`src/rtl/uart_debug_loader.sv`:
```
// UART-driven debug loader: receives A5-framed commands and turns them into memory
// write strobes, memory clear pulses and core reset control. Optional 8E1 format: UART_DEBUG_LOADER_PARITY_EN.
module uart_debug_loader #(
  parameter int CyclesPerBit = 104,
  parameter int AddrWidth    = 13
) (
  input  logic                 clk,
  input  logic                 reset,
  input  logic                 rx,
  output logic                 debug_o,
  output logic [AddrWidth-1:0] debug_addr_o,
  output logic [7:0]           debug_data_o,
  output logic                 debug_imem_o,
  output logic                 debug_full_reset_o,
  output logic                 cpu_reset_o,
  output logic                 busy_o,
  output logic                 err_o
);

  localparam int CntWidth = $clog2(CyclesPerBit);
  localparam logic [CntWidth-1:0] BitLast  = CntWidth'(CyclesPerBit - 1);
  localparam logic [CntWidth-1:0] HalfLast = CntWidth'(CyclesPerBit / 2 - 1);

  typedef enum logic [2:0] {
    RX_IDLE,
    RX_START,
    RX_DATA,
`ifdef UART_DEBUG_LOADER_PARITY_EN
    RX_PARITY,
`endif
    RX_STOP
  } rx_state_t;

  typedef enum logic [2:0] {
    FR_SYNC, FR_CMD, FR_ADDR_HI, FR_ADDR_LO, FR_LEN_HI, FR_LEN_LO, FR_DATA
  } fr_state_t;

  rx_state_t rx_state, rx_next;
  fr_state_t fr_state, fr_next;

  logic                rx_meta, rx_sync, rx_prev;
  logic [CntWidth-1:0] cnt;
  logic [2:0]          bit_idx;
  logic [7:0]          rx_byte;
  logic                cnt_clr, shift_en, byte_valid, rx_err;

  logic [7:0]           addr_hi;
  logic [15:0]          len;
  logic [AddrWidth-1:0] cur_addr;
  logic                 err_set, err_clr, full_pulse, run, cmd_write, wr;

  // Synchronizer and edge-detect flops idle high, matching the line's idle level.
  always_ff @(posedge clk) begin
    if (reset) begin
      rx_meta <= 1'b1;
      rx_sync <= 1'b1;
      rx_prev <= 1'b1;
    end else begin
      rx_meta <= rx;
      rx_sync <= rx_meta;
      rx_prev <= rx_sync;
    end
  end

  always_ff @(posedge clk) begin
    if (reset) begin
      rx_state <= RX_IDLE;
      cnt      <= '0;
      bit_idx  <= '0;
      rx_byte  <= '0;
    end else begin
      rx_state <= rx_next;
      cnt      <= cnt_clr ? '0 : cnt + CntWidth'(1);
      if (shift_en) begin
        bit_idx <= bit_idx + 3'd1;
        rx_byte <= {rx_sync, rx_byte[7:1]};
      end
    end
  end

  always_comb begin
    rx_next    = rx_state;
    cnt_clr    = 1'b0;
    shift_en   = 1'b0;
    byte_valid = 1'b0;
    rx_err     = 1'b0;
    unique case (rx_state)
      RX_IDLE: begin
        if (rx_prev && !rx_sync) begin
          rx_next = RX_START;
          cnt_clr = 1'b1;
        end
      end
      RX_START: begin
        if (cnt == HalfLast) begin
          cnt_clr = 1'b1;
          rx_next = rx_sync ? RX_IDLE : RX_DATA;
        end
      end
      RX_DATA: begin
        if (cnt == BitLast) begin
          cnt_clr  = 1'b1;
          shift_en = 1'b1;
          if (bit_idx == 3'd7) begin
`ifdef UART_DEBUG_LOADER_PARITY_EN
            rx_next = RX_PARITY;
`else
            rx_next = RX_STOP;
`endif
          end
        end
      end
`ifdef UART_DEBUG_LOADER_PARITY_EN
      RX_PARITY: begin
        if (cnt == BitLast) begin
          cnt_clr = 1'b1;
          if (rx_sync != ^rx_byte) begin
            rx_err  = 1'b1;
            rx_next = RX_IDLE;
          end else begin
            rx_next = RX_STOP;
          end
        end
      end
`endif
      RX_STOP: begin
        if (cnt == BitLast) begin
          cnt_clr = 1'b1;
          rx_next = RX_IDLE;
          if (rx_sync) byte_valid = 1'b1;
          else         rx_err     = 1'b1;
        end
      end
      default: rx_next = RX_IDLE;
    endcase
  end

  always_comb begin
    fr_next    = fr_state;
    err_set    = 1'b0;
    err_clr    = 1'b0;
    full_pulse = 1'b0;
    run        = 1'b0;
    cmd_write  = 1'b0;
    wr         = 1'b0;
    if (byte_valid) begin
      unique case (fr_state)
        FR_SYNC: begin
          if (rx_byte == 8'hA5) begin
            fr_next = FR_CMD;
            err_clr = 1'b1;
          end
        end
        FR_CMD: begin
          fr_next = FR_SYNC;
          unique case (rx_byte)
            8'h01, 8'h02: begin
              fr_next   = FR_ADDR_HI;
              cmd_write = 1'b1;
            end
            8'h03:   full_pulse = 1'b1;
            8'h04:   run        = 1'b1;
            default: err_set    = 1'b1;
          endcase
        end
        FR_ADDR_HI: fr_next = FR_ADDR_LO;
        FR_ADDR_LO: fr_next = FR_LEN_HI;
        FR_LEN_HI:  fr_next = FR_LEN_LO;
        FR_LEN_LO:  fr_next = ({len[15:8], rx_byte} == 16'd0) ? FR_SYNC : FR_DATA;
        FR_DATA: begin
          wr = 1'b1;
          if (len == 16'd1) fr_next = FR_SYNC;
        end
        default: fr_next = FR_SYNC;
      endcase
    end
    // A framing or parity error abandons whatever frame was in progress.
    if (rx_err) begin
      fr_next = FR_SYNC;
      err_set = 1'b1;
    end
  end

  always_ff @(posedge clk) begin
    if (reset) begin
      fr_state           <= FR_SYNC;
      debug_o            <= 1'b0;
      debug_full_reset_o <= 1'b0;
      debug_addr_o       <= '0;
      debug_data_o       <= '0;
      debug_imem_o       <= 1'b0;
      cpu_reset_o        <= 1'b1;
      err_o              <= 1'b0;
      addr_hi            <= '0;
      len                <= '0;
      cur_addr           <= '0;
    end else begin
      fr_state           <= fr_next;
      debug_o            <= wr;
      debug_full_reset_o <= full_pulse;
      if (err_set)      err_o <= 1'b1;
      else if (err_clr) err_o <= 1'b0;
      if (cmd_write) begin
        debug_imem_o <= (rx_byte == 8'h01);
        cpu_reset_o  <= 1'b1;
      end else if (run) begin
        cpu_reset_o <= 1'b0;
      end
      if (byte_valid && fr_state == FR_ADDR_HI) addr_hi   <= rx_byte;
      if (byte_valid && fr_state == FR_ADDR_LO) cur_addr  <= AddrWidth'({addr_hi, rx_byte});
      if (byte_valid && fr_state == FR_LEN_HI)  len[15:8] <= rx_byte;
      if (byte_valid && fr_state == FR_LEN_LO)  len[7:0]  <= rx_byte;
      if (wr) begin
        debug_addr_o <= cur_addr;
        debug_data_o <= rx_byte;
        cur_addr     <= cur_addr + AddrWidth'(1);
        len          <= len - 16'd1;
      end
    end
  end

  assign busy_o = (fr_state != FR_SYNC);

endmodule

```
`config.mk`:
```
export PLATFORM = sky130hd
export DESIGN_NAME = uart_debug_loader
export DESIGN_NICKNAME = d
export VERILOG_FILES = /design/src/rtl/uart_debug_loader.sv
export SDC_FILE = /design/constraint.sdc
export NUM_CORES = 1
export LEC_CHECK = 0
export ABC_AREA = 1
export CORE_MARGIN = 3
export CORE_UTILIZATION = 49
export DETAILED_ROUTE_END_ITERATION = 10
export GPL_ROUTABILITY_DRIVEN = 0
export PLACE_DENSITY = 0.68
export SYNTH_ARGS = -nofsm -noshare
export SYNTH_HDL_FRONTEND = slang
export SYNTH_SLANG_ARGS = --single-unit
```
`constraint.sdc`:
```
create_clock -name clk -period 1.6 [get_ports clk]
set_input_delay 0.16 -clock clk [delete_from_list [all_inputs] [get_ports clk]]
set_output_delay 0.16 -clock clk [all_outputs]
set_load 0.05 [all_outputs]
```
==> results.ini <==
[flow_run]
drv_cap = 0

[clocking]
cts_tree = yes
cts_buffers = 9
clk_path_buf_depth = 2
insertion_delay_ps = 360
h-tree-depth = 3
ctsHoldBuffers = 0
clkTransAtPathRegs_ps = 90
cts_num_sinks = 86
cts_root_buf = clkbuf_8

[global_routing]
overflow = 0
antenna_found_initial = 0
grt_pass1_wl_um = 18900
grtUsageTotal_pct = 23.2
grt_max_degree = 34
grt_pass1_vias = 4075

[routing]
vias_per_cell = 5.24
antenna_left = 0
dr_total_vias = 4404
wl_um = 11400
drt-initial-drc-count = 243
drc = 0
wl_per_cell_um = 13.6
drt_pass1_iterations = 4

[logic_synthesis]
synth_seq_area_share_pct = 39.2
synthArstFlopShare_pct = 0
synthTopCellsByArea = dfxtp_1 (39%), nand2_1 (16%), a21oi_1 (9.6%)
syn_area_mm2 = 0.00440
avgSynthCellArea_um2 = 6.63
ys_top_cells_by_count = nand2_1 (185), dfxtp_1 (86), a21oi_1 (84)
synth_top_area_share_pct = 39.2
yosys.area.top_type = dfxtp_1
ys.flop_type = dfxtp_1
synth_seq_cells = 86
synth_warnings = 0
yosysMostFrequentCell = nand2_1
synth.distinct_cells = 35
synthCells = 663
synth.net_count = 672
synth_edf_count = 0

[setup_path]
required_ps = 1840
start_kind = register
critPathMaxStageDelay_ps = 350
cp-end-kind = register
cp_slowest_cell = dfxtp_2
critical_path_buf_inv_count = 2
startpoint = cnt[0]
cp_top_family = simple AND/OR/NAND/NOR gates
crit_fanout = 9
crit_chain = ha_4 > nand3_4 > nor2_8 > buf_12 > nand2_4 > inv_6 > nand2_4 > a21oi_1 > a21oi_1
reg2reg_from = cnt[0]
critPathKind = reg2reg
arrival_ps = 1780

[sta]
period_needed_ps = 1540
clock.fmax_ghz = 0.648
finalSetupViolCount = 0
fin_hold_ws_ps = 77.2
tightest_slew_ps = 359
fin_skew_ps = 13.1
rsz0062_at_grt = true
timing.final.crit_share_pct = 96.4
slew_headroom_pct = 75.8
hold_viol = 0
slew_viol_final = 0
fin_tns_setup_ps = 0

[status]
status = finished, final reports clean

[die]
die_x_um = 101
core-area_mm2 = 0.00846
die-area_mm2 = 0.0101
start_util_pct = 51.9
io_pins = 30
rows = 33
die_y_um = 101

[place]
port_buffers = 29
dp_hpwl_um = 8430

[power]
p_seq_share_pct = 52.1
ir_drop_v = 0.000419
net-switching-power_mw = 1.05
internal_power_mw = 3.20
p_leak_nw = 2.36
swShare_pct = 24.7
total_power_mw = 4.25
p_comb_share_pct = 8.2
clkPwrFrac_pct = 39.6
powerDensity_mw_per_mm2 = 788

[layout]
syn_to_final_growth_pct = 22.7
diodes = 0
layout-drive-gt1-share_pct = 18.5
nets = 739

[worst_hold_path]
hp-start = reset
hold_class = in2reg

-- state kept, by name, summed over array words and instances, names as in the netlist, 3 cells and up --
signal and cells:
cur_addr 13, len 16, cnt 7, debug_addr_o 13, debug_data_o 8, addr_hi 5, bit_idx 3, rx_byte 8
fr_state 3
-- layer usage --
layer	vias up	GRT usage (%)	share of wire [%]
li1	2261	-	-
met1	2030	31.4	47
met2	98	37.9	47
met3	15	3.67	4.7
met4	0	7.15	1.3
met5	-	0	0
-- what timing repair did --
item	in CTS	in global routing
pin swaps	2	3
gates resized for setup	5	33
gates cloned	0	1
buffers inserted	2	3
setup endpoints to repair	21	60
-- kinds of logic after synthesis --
logic type / after synthesis / synth area share, %
simple gates: 334 / 33.0
flops: 86 / 39.2
fa+ha+maj: 6 / 1.71
compound gates: 124 / 14.5
buf+inv: 100 / 9.11
xor+xnor: 13 / 2.59
-- cell usage in the layout (no fill, tap or decap), types with 6 or more instances in the layout --
cell type	n
nor2_1	71
dfxtp_2	6
dfxtp_1	80
buf_4	68
a21oi_1	76
a21oi_2	8
inv_1	72
o21ai_0	25
nand3_1	40
nand2_1	182
nand4_1	6
xor2_1	8
o21ai_1	9
nand3b_1	6
clkbuf_8	9
-- power by group through the flow --
stage,Combinational (mW),Sequential (mW),Clock (mW)
final,0.351,2.22,1.69
after global routing,0.419,2.22,1.81
after CTS,0.340,2.20,1.72
after detailed placement,0.339,2.25,0
after global placement,0.330,2.25,0
after floorplan,0.233,2.26,0
-- final cells by class --
type,count,area [um2]
clock buffers,11,131
clock inverters,5,82.6
fillers,807,3070
inverters,79,310
multi-input cells,478,2370
flip-flops and latches,86,1730
well taps,105,131
repair buffers,76,637
-- path summary, 6_finish.rpt --
check / to / slack, ps / cells after the start
max reg2reg: len[14] / 60 / 9
max: len[14] / 60 / 9
min reg2reg: rx_sync / 420 / 1
min: rx_state[0] / 80 / 2
-- through the flow --
step	setup WS, ps	cells	instance area (um2)	utilization (%)
after global placement	-13.0	818	5020	59.3
after floorplan	38.5	663	4400	-
after global routing	-59.1	840	5400	63.7
final	57.3	840	5400	63.7
after detailed placement	-90.3	818	5020	59.3
after CTS	-0.875	836	5270	62.2
Note: power is estimated with default switching activity, not from simulation.
==> RTL change 1: new RTL, same settings <==
Reset style: asynchronous (`reset`), changed in 3 clocked blocks.
--- a/src/rtl/uart_debug_loader.sv
+++ b/src/rtl/uart_debug_loader.sv
@@ -52,3 +52,3 @@
   // Synchronizer and edge-detect flops idle high, matching the line's idle level.
-  always_ff @(posedge clk) begin
+  always_ff @(posedge clk or posedge reset) begin
     if (reset) begin
@@ -64,3 +64,3 @@
 
-  always_ff @(posedge clk) begin
+  always_ff @(posedge clk or posedge reset) begin
     if (reset) begin
@@ -183,3 +183,3 @@
 
-  always_ff @(posedge clk) begin
+  always_ff @(posedge clk or posedge reset) begin
     if (reset) begin
Behaviour: same outputs for any inputs over 10 cycles, from zero or initial values and one cycle with reset high; that may be too few to reach the edited logic, so the function may still have changed.
==> RTL change 1 against the unedited design <==
  * Critical path type unchanged
  * Critical path depth is the same
  * Routed wire length fell by 0.33%
  * Maximum frequency is 5.3% lower
  * Cell count is 4.6% lower
  * Sequential cell count stayed put
  * Critical endpoint is now len[11]
  * Highest routed layer unchanged
  * Synthesized cell count is 8.7% lower
  * Setup slack got worse by 0.086 ns
  * Cell area increased by 8.3%
  * Synthesized area rose by 3.0%
  * The run now ends with setup timing left
Power is not compared: it rests on default switching activity, and its combinational part moved more than twofold at a synthesized area within 25%.
==> RTL change 1: results (changes against the unedited design) <==
Global routing:
- The met1 usage is 32.1% (+0.69 points).
- The largest net degree at the start of global routing is 51 (+50%).
- The via count of the first global-routing pass is 3,938 (-3.4%).

Cells and area:
- The share of cells above drive strength 1 is 24.2% (+5.7 points).
- The net total in the final layout was 697 (-5.7%).

Placed design:
- The estimated wirelength of the detail-placed design is 7.98 mm (-5.4%).
- The placed standard-cell area is 0.00518 mm² (+3.2%).

Worst hold path:
- The number of cells on the worst hold path was 1 (-1).

Status:
- The run finished, with violations left.
- The final reports fail on setup timing.

Routing:
- The routed length on met3 is 463 µm (-14%).
- The vias after detailed routing is 4,222 (-4.1%).
- The detailed-route wire length on metal 1 is 5.36 mm (+0.73%).
- The overall routed net length came to 11.4 mm (-0.33%).

Timing:
- The worst slew slack as a fraction of its limit was 69.2% (-6.6 points).
- The number of failing setup endpoints in the final timing report is 9 (+9).
- The worst-case clock skew is 0.0189 ns (+0.00578 ns).
- The final total negative setup slack is -0.104 ns (-0.104 ns).
- The least setup slack across all paths after layout is -0.0282 ns (-0.0855 ns).

CTS:
- The post-cts gate resize count came to 18 (+13).

Setup path:
- The capturing point of the worst reg2reg path is len[11].
- The data arrival time of the worst path is 1.88 ns (+0.10 ns).
- The cell with the biggest individual delay on the critical path is sky130_fd_sc_hd__dfrtp_1.

Logic synthesis:
- The part of the Yosys area used for sequential elements was 47.7% (+8.5 points).
- The number of distinct library cells after synthesis is 34 (-2.9%).
-- RTL change 1: cell type report --
type                            instances  area (µm²)
Fill cell                             733        3010
Multi-Input combinational cell        435        2320
Sequential cell                        86        2160
Timing Repair Buffer                   81         738
Inverter                               74         293
Tap cell                              108         135
Clock buffer                           10         128
Clock inverter                          6        68.8
Timing Repair inverter                  1        5.00
-- RTL change 1: cell families (layout without fill, tap and decap cells) --
family,count (synthesis),count (layout),share of synthesized area (%)
xor gates and xnor gates,12,12,2.32
AOI/OAI and AO/OA,89,89,10.1
adders and majority gates,6,6,1.66
muxes,2,2,0.498
and+or+nand+nor,325,326,30.3
DFF,86,86,47.7
buffers and inverters,85,172,7.41
-- RTL change 1: power by group through the flow --
stage | sequential (W) | combinational (W) | clock (W)
detailed placement | 0.00238 | 0.000626 | 0
finish | 0.00237 | 0.000774 | 0.00156
floorplan | 0.00241 | 0.000370 | 0
global placement | 0.00238 | 0.000605 | 0
global route | 0.00239 | 0.000857 | 0.00167
CTS | 0.00235 | 0.000643 | 0.00160
==> RTL change 2: new RTL, same flow settings <==
Made on the original files. Change the parameter `CyclesPerBit` from 104 to 208.
--- a/src/rtl/uart_debug_loader.sv
+++ b/src/rtl/uart_debug_loader.sv
@@ -3,3 +3,3 @@
 module uart_debug_loader #(
-  parameter int CyclesPerBit = 104,
+  parameter int CyclesPerBit = 208,
   parameter int AddrWidth    = 13
Function: same outputs for any inputs over 10 cycles, from zero or initial values and one cycle with reset high; that may be too few to reach the edited logic, so the function may still have changed.
==> RTL change 2 against the unedited design <==
  * The run now ends with setup timing left
  * Synthesized cell count is 1.4% higher
  * Setup slack worse by 0.18 ns
  * Sequential cell count is 1 higher
  * Synthesized area is 1.3% higher
  * Sequential share of layout area is 2.6 points lower
  * Cell area is 9.9% higher
  * Via count is 5.2% higher
  * Routed wire length is 10% higher
Power is not compared: it rests on default switching activity, and its combinational part moved more than twofold at a synthesized area within 25%.
==> RTL change 2: results (changes against the unedited design) <==
Timing:
- The worst-case clock skew is 0.00723 ns (-0.00587 ns).
- The least setup slack across all paths after layout is -0.118 ns (-0.175 ns).
- The actual slew at the worst max-slew pin is 0.369 ns (+0.00934 ns).
- The hold slack is 0.372 ns (+0.295 ns).
- The number of failing setup endpoints in the final timing report is 36 (+36).
- The final total negative setup slack is -1.83 ns (-1.83 ns).

Logic synthesis:
- The number of nets in the synthesized netlist is 681 (+1.3%).
- The number of distinct library cells after synthesis is 32 (-8.6%).
- After synthesis, the most frequently instantiated cells are sky130_fd_sc_hd__nand2_1, sky130_fd_sc_hd__nor2_1, sky130_fd_sc_hd__dfxtp_1.
- The part of the Yosys area used for sequential elements is 39.1% (-0.068 points).
- The average footprint of a synthesized cell is 6.63 µm² (about the same).

Routing:
- The length of the first detailed-routing pass in iterations was 5 (+1).
- The vias after detailed routing is 4,631 (+5.2%).
- The routed wire length per instance came to 14.4 µm (+6.3%).
- The routed length on met3 is 622 µm (+15%).
- The overall routed net length was 12.6 mm (+10%).
- The total length of routed met2 wires is 6.17 mm (+14%).
- The detailed-route wire length on metal 1 was 5.56 mm (+4.6%).

Placed design:
- The worst setup slack after placement is -0.174 ns (-0.0836 ns).
- The total placed cells including tap cells is 833 (+1.8%).
- The estimated wirelength of the detail-placed design is 8.22 mm (-2.5%).
- The number of port buffers is 29 (unchanged).

Cells and area:
- The net total in the final layout came to 770 (+4.2%).
- The share of cells above drive strength 1 is 24.8% (+6.3 points).
- The filler cell count in the final layout is 704 (-13%).

Global routing:
- The wire length of the first global-routing pass was 19.4 mm (+2.6%).
- The all-layer global routing usage came to 23.3% (+0.11 points).
- The met3 routing resource usage after global routing is 3.51% (-0.16 points).
- The largest net degree at the start of global routing is 38 (+12%).
- The global routing met2 resource utilization is 39.7% (+1.8 points).
- The met1 usage is 30.2% (-1.3 points).
- The via count of the first global-routing pass was 4,250 (+4.3%).

Worst hold path:
- The hold path endpoint is rx_meta.
- The startpoint identified for the worst hold timing path is rx.
- The number of cells on the worst hold path is 2 (unchanged).

Setup path:
- The highest net fanout along the worst path is 5 (-4).
- The number of cells traversed by the worst register-to-register path came to 10 (+1).
- The data arrival time of the worst path is 1.96 ns (+0.18 ns).
- In this run the critical register-to-register path is captured at debug_addr_o[0].

CTS:
- Clock latency on the worst-skew pair, taken at its later pin, is ~0.35 ns.

Status:
- The run finished, with violations left.
- The checks that failed: setup timing.
## RTL change 2: critical path, stage by stage (launching register included)
cell,delay (ns)
sky130_fd_sc_hd__dfxtp_2,0.36
sky130_fd_sc_hd__ha_4,0.16
sky130_fd_sc_hd__nand2_4,0.06
sky130_fd_sc_hd__nor2_4,0.15
sky130_fd_sc_hd__nand4_4,0.13
sky130_fd_sc_hd__nor2_4,0.18
sky130_fd_sc_hd__buf_6,0.16
sky130_fd_sc_hd__buf_6,0.10
sky130_fd_sc_hd__buf_6,0.11
sky130_fd_sc_hd__buf_8,0.13
sky130_fd_sc_hd__a21oi_1,0.07
## RTL change 2: kinds of logic after synthesis
group	count (synthesis)	synth area share, %
DFF	87	39.1
adders and majority gates	6	1.69
buffers and inverters	100	9.21
xor gates and xnor gates	13	2.56
AOI/OAI and AO/OA	108	12.4
and+or+nand+nor	358	35.1
## RTL change 2: power groups by stage
stage | combinational, W | sequential (W) | clock (W)
5_1_grt | 0.000135 | 0.00219 | 0.00196
2_1_floorplan | 0.0000616 | 0.00223 | 0
4_1_cts | 0.000110 | 0.00219 | 0.00188
3_5_place_dp | 0.000100 | 0.00224 | 0
3_3_place_gp | 0.0000979 | 0.00224 | 0
6_report | 0.000122 | 0.00219 | 0.00185
## RTL change 2: timing repair
action                                  in CTS  in global routing
buffers inserted                             4                 14
pin swaps                                   14                 19
gates resized for setup                     27                 76
endpoints found under the setup margin      66                 79
gates cloned                                 1                  8
## RTL change 2: final cells by class
class / count / area, µm² / area share (%)
clock inverter: 5 / 106 / 1.79
inverter: 80 / 303 / 5.11
tap: 108 / 135 / 2.28
timing repair buffer: 96 / 972 / 16.4
clock buffer: 10 / 128 / 2.15
multi-input combinational: 487 / 2540 / 42.8
sequential: 87 / 1750 / 29.4
